File: src/rtl/axi_read_data_buffer.sv
// axi_read_data_buffer
//
// Registered FIFO buffer on an AXI read-data (R) channel. Beats from the RAM are
// pushed on s_axi_r_* and emitted in order on m_axi_r_*. There is no fall-through
// path, so a beat shows up downstream no earlier than one cycle after it was
// accepted. s_axi_r_ready is derived only from the registered occupancy, so the
// upstream ready never depends combinationally on m_axi_r_ready.
//
// Parameters
//   AXI_DATA_WIDTH  R data width in bits
//   AXI_ID_WIDTH    R ID width in bits
//   FIFO_DEPTH      buffered beats (power of two, >= 2)
//
// Ports
//   axi_clk, axi_reset              clock, synchronous active-high reset
//   s_axi_r_{data,id,resp,last,valid}, s_axi_r_ready   upstream R channel
//   m_axi_r_{data,id,resp,last,valid}, m_axi_r_ready   downstream R channel
//   fifo_count                      current occupancy
//   stat_beat_count, stat_burst_count  (only with AXI_READ_DATA_BUFFER_STATS_EN)
//
// Optional feature: define AXI_READ_DATA_BUFFER_STATS_EN to add popped-beat and
// popped-burst counters.
module axi_read_data_buffer #(
  parameter int unsigned AXI_DATA_WIDTH = 64,
  parameter int unsigned AXI_ID_WIDTH   = 8,
  parameter int unsigned FIFO_DEPTH     = 4
) (
  input  logic                          axi_clk,
  input  logic                          axi_reset,
  input  logic [AXI_DATA_WIDTH-1:0]     s_axi_r_data,
  input  logic [AXI_ID_WIDTH-1:0]       s_axi_r_id,
  input  logic [1:0]                    s_axi_r_resp,
  input  logic                          s_axi_r_last,
  input  logic                          s_axi_r_valid,
  output logic                          s_axi_r_ready,
  output logic [AXI_DATA_WIDTH-1:0]     m_axi_r_data,
  output logic [AXI_ID_WIDTH-1:0]       m_axi_r_id,
  output logic [1:0]                    m_axi_r_resp,
  output logic                          m_axi_r_last,
  output logic                          m_axi_r_valid,
  input  logic                          m_axi_r_ready,
  output logic [$clog2(FIFO_DEPTH):0]   fifo_count
`ifdef AXI_READ_DATA_BUFFER_STATS_EN
  ,
  output logic [31:0]                   stat_beat_count,
  output logic [15:0]                   stat_burst_count
`endif
);

  localparam int unsigned PtrW = $clog2(FIFO_DEPTH);
  localparam int unsigned CntW = PtrW + 1;

  typedef struct packed {
    logic [AXI_DATA_WIDTH-1:0] data;
    logic [AXI_ID_WIDTH-1:0]   id;
    logic [1:0]                resp;
    logic                      last;
  } beat_t;

  beat_t           mem_q [FIFO_DEPTH];
  logic [PtrW-1:0] wr_ptr_q, wr_ptr_d;
  logic [PtrW-1:0] rd_ptr_q, rd_ptr_d;
  logic [CntW-1:0] count_q, count_d;
  logic            push, pop;
  beat_t           head;

  assign s_axi_r_ready = (count_q < CntW'(FIFO_DEPTH));
  assign m_axi_r_valid = (count_q != '0);
  assign push          = s_axi_r_valid & s_axi_r_ready;
  assign pop           = m_axi_r_valid & m_axi_r_ready;
  assign fifo_count    = count_q;

  // Storage is never cleared, so mask the head while empty to keep the
  // outputs at zero after reset.
  always_comb begin
    head = '0;
    if (m_axi_r_valid) begin
      head = mem_q[rd_ptr_q];
    end
  end

  assign m_axi_r_data = head.data;
  assign m_axi_r_id   = head.id;
  assign m_axi_r_resp = head.resp;
  assign m_axi_r_last = head.last;

  // Pointers are exactly PtrW bits wide, so +1 wraps from FIFO_DEPTH-1 to 0.
  always_comb begin
    wr_ptr_d = wr_ptr_q;
    rd_ptr_d = rd_ptr_q;
    count_d  = count_q;
    if (push) begin
      wr_ptr_d = wr_ptr_q + PtrW'(1);
    end
    if (pop) begin
      rd_ptr_d = rd_ptr_q + PtrW'(1);
    end
    case ({push, pop})
      2'b10:   count_d = count_q + CntW'(1);
      2'b01:   count_d = count_q - CntW'(1);
      default: count_d = count_q;
    endcase
  end

  always_ff @(posedge axi_clk) begin
    if (axi_reset) begin
      wr_ptr_q <= '0;
      rd_ptr_q <= '0;
      count_q  <= '0;
    end else begin
      wr_ptr_q <= wr_ptr_d;
      rd_ptr_q <= rd_ptr_d;
      count_q  <= count_d;
    end
  end

  always_ff @(posedge axi_clk) begin
    if (push) begin
      mem_q[wr_ptr_q] <= '{data: s_axi_r_data, id: s_axi_r_id,
                           resp: s_axi_r_resp, last: s_axi_r_last};
    end
  end

`ifdef AXI_READ_DATA_BUFFER_STATS_EN
  logic [31:0] beat_cnt_q, beat_cnt_d;
  logic [15:0] burst_cnt_q, burst_cnt_d;

  always_comb begin
    beat_cnt_d  = beat_cnt_q;
    burst_cnt_d = burst_cnt_q;
    if (pop) begin
      beat_cnt_d = beat_cnt_q + 32'd1;
      if (m_axi_r_last) begin
        burst_cnt_d = burst_cnt_q + 16'd1;
      end
    end
  end

  always_ff @(posedge axi_clk) begin
    if (axi_reset) begin
      beat_cnt_q  <= '0;
      burst_cnt_q <= '0;
    end else begin
      beat_cnt_q  <= beat_cnt_d;
      burst_cnt_q <= burst_cnt_d;
    end
  end

  assign stat_beat_count  = beat_cnt_q;
  assign stat_burst_count = burst_cnt_q;
`endif

endmodule

File: config.mk
export PLATFORM = sky130hd
export DESIGN_NAME = axi_read_data_buffer
export DESIGN_NICKNAME = d
export VERILOG_FILES = /design/src/rtl/axi_read_data_buffer.sv
export SDC_FILE = /design/constraint.sdc
export NUM_CORES = 1
export LEC_CHECK = 0
export ABC_CLOCK_PERIOD_IN_PS = 4400
export CORE_MARGIN = 10
export CORE_UTILIZATION = 41
export CTS_BUF_LIST = sky130_fd_sc_hd__clkbuf_4 sky130_fd_sc_hd__clkbuf_8 sky130_fd_sc_hd__clkbuf_16
export CTS_CLUSTER_SIZE = 25
export DETAILED_ROUTE_END_ITERATION = 6
export GPL_ROUTABILITY_DRIVEN = 0
export GPL_TIMING_DRIVEN = 0
export HOLD_SLACK_MARGIN = 0.12
export SLEW_MARGIN = 25
export SYNTH_ARGS = -nofsm -noshare
export SYNTH_HDL_FRONTEND = slang
export SYNTH_SLANG_ARGS = --single-unit
File: constraint.sdc
create_clock -name axi_clk -period 4.4 [get_ports axi_clk]
set_input_delay 0.88 -clock axi_clk [delete_from_list [all_inputs] [get_ports axi_clk]]
set_output_delay 0.88 -clock axi_clk [all_outputs]
set_load 0.05 [all_outputs]
==> out/metrics.yaml <==
status: "finished, final reports clean"
setup_violations: 0
hold_viol_final: 0
ys_seq_elements: 309
seq_power_share_pct: 34.5
gr-total-overflow: 0
grt_max_degree: 34
cp_max_fo: 10
slowest_stage: "clkdlybuf4s50_1"
hold_buffers: 0
rsz0062_at_grt: "false"
synthCells: 526
die_area_um2: 35900
die_x_um: 190
p_clk_share_pct: 23.7
ant_nets: 0
start_util_pct: 41.9
clk_pin_slew_ps: 60
io_buffer_count: 157
synth_nets: 611
relSlewSlack_pct: 54.7
cts_setup_buffers: 0
cts_resized: 0
hpwlAfterDp_um: 16000
min_period_over_period_pct: 94.6
cts_max_level: 1
irDropWorstVdd_v: 0.000491
grtUsageMet1_pct: 17.0
swShare_pct: 37.0
place_ws_ps: 772
power_density_nw_per_um2: 715
grt_usage_pct: 13.6
ys_warn_count: 0
hold_class: "reg2reg"
drtPass1Iterations: 4
area_growth_pct: 27.3
max_stage_delay_ps: 820
drt-initial-drc-count: 392
drv_cap: 0
wire_per_inst_um: 22.0
fin_ws_ps: 239
syn_area_per_cell_um2: 22.4
grt_pass1_vias: 6380
num_rows: 61
seq_area_frac_synth_pct: 78.0
cts_buffers: 31
arrival_ps: 3280
grt_busiest_layer: "met2"
grt_antenna_before_repair: 1
clock_latency_ps: 550
grt_pass1_wl_um: 37900
cts_sinks: 309
mostFrequentLayoutCells: "edfxtp_1, clkdlybuf4s50_1, and2_1"
drcViolationCount: 0
internal_power_mw: 6.76
cts_tree: "done"
die_height_um: 190
crit_top_cell: "clkbuf_1"
routed_wl_um: 24800
routed_via_density: 5.08
core_um2: 28100
drive_above_1_share_pct: 20.6
nNetsFinal: 809
hold_slack_ps: 525
slew_viol_final: 0
combPwrFrac_pct: 41.8
fmax_mhz: 240
crit_path_end_kind: "primary output"
utilization_pct: 53.4
required_ps: 3520
finClkSkew_ps: 16.2
use_met2_pct: 22.9
worst_pin_slew_ps: 679
ios: 159
crit_type: "reg2out"
final_common_cell: "edfxtp_1"
fin_crit_ps: 4160
vias: 5725
use_met3_pct: 3.90
synth_cell_types: 23
synth.cell_area_um2: 11800
cts.path.max_buffers: 3
switching_power_mw: 3.97
critPathLaunchType: "flop"
leakage_nw: 4.80
cp_cell_sequence: "or3_4 > clkbuf_1 > clkbuf_1 > and2_1 > clkdlybuf4s50_1"
cts_root_buffer: "clkbuf_16"
diodes: 0
-- power groups by stage --
stage	Clock, mW	Sequential, mW	Combinational, mW
4_1_cts	2.61	3.70	4.59
2_1_floorplan	0	3.80	2.95
3_5_place_dp	0	3.76	4.58
6_report	2.54	3.70	4.48
5_1_grt	2.74	3.72	4.75
3_3_place_gp	0	3.79	4.49
-- registers in the layout, summed over array words and instances (netlist names), named ones only --
signal      flops
mem_q         300
fifo_count      3
rd_ptr_q        2
wr_ptr_q        2
-- per-stage QoR --
step	power [mW]	std cells	cell area [um^2]	setup TNS, ps
after floorplan	6.74	526	11800	0
after global placement	8.28	1061	13800	-348560
after detailed placement	8.34	1069	14000	0
after CTS	10.9	1126	15000	0
after global routing	11.2	1126	15000	0
final	10.7	1126	15000	0
-- synthesized netlist by cell type --
cell type | count | area share [%]
a21oi_1 | 2 | 0.085
and2_1 | 80 | 4.2
buf_1 | 1 | 0.032
buf_2 | 8 | 0.34
buf_6 | 6 | 0.57
clkbuf_1 | 11 | 0.35
dfxtp_1 | 9 | 1.5
edfxtp_1 | 300 | 76
fa_1 | 1 | 0.17
ha_1 | 5 | 0.53
inv_1 | 7 | 0.22
mux2i_1 | 1 | 0.085
mux4_2 | 75 | 14
nand2b_1 | 1 | 0.053
nand3_1 | 1 | 0.042
nor2_1 | 7 | 0.22
nor2b_1 | 1 | 0.053
o21ai_0 | 3 | 0.13
o311ai_0 | 1 | 0.074
or3_1 | 1 | 0.053
or3_4 | 1 | 0.096
xnor2_1 | 1 | 0.074
xor2_1 | 3 | 0.22
-- area by class of cell --
cell class	instances	area [um^2]
plain buffers	26	153
clock buffers	37	821
clock inverters	20	175
fillers	2252	13100
inverters	7	26.3
multi-input cells	184	2420
flip-flops and latches	309	9190
well taps	378	473
repair buffers	165	1730
-- cells by family (layout without fill, tap and decap cells) --
logic type,Yosys count,after routing,share of synthesized area [%]
AND/OR/NAND/NOR,92,92,4.77
buffers and inverters,33,255,1.52
adder cells (fa/ha/maj),6,6,0.701
AO/OA/AOI/OAI,6,6,0.287
multiplexers,76,76,14.4
flip-flops,309,309,78.0
XOR/XNOR,4,4,0.297
-- per-layer routing --
layer  up-vias  wire [um]
met4         2        539
met2       156      12100
met5         -         13
met3        43       1640
li1       2524          -
met1      3000      10400
-- critical path, delay by kind of cell, from the launching register on --
family | cells | cell delay, ps
buffers and inverters | 3 | 1780
flip-flops | 1 | 470
AND/OR/NAND/NOR | 2 | 470
-- final timing paths --
check / startpoint / end / slack [ps] / depth (start not counted)
min reg2reg: rd_ptr_q[0] / rd_ptr_q[0] / 530 / 2
max: fifo_count[2] / m_axi_r_data[16] / 240 / 5
max reg2reg: fifo_count[2] / fifo_count[2] / 2180 / 8
min: rd_ptr_q[0] / rd_ptr_q[0] / 530 / 2
(Power assumes the default switching activity.)
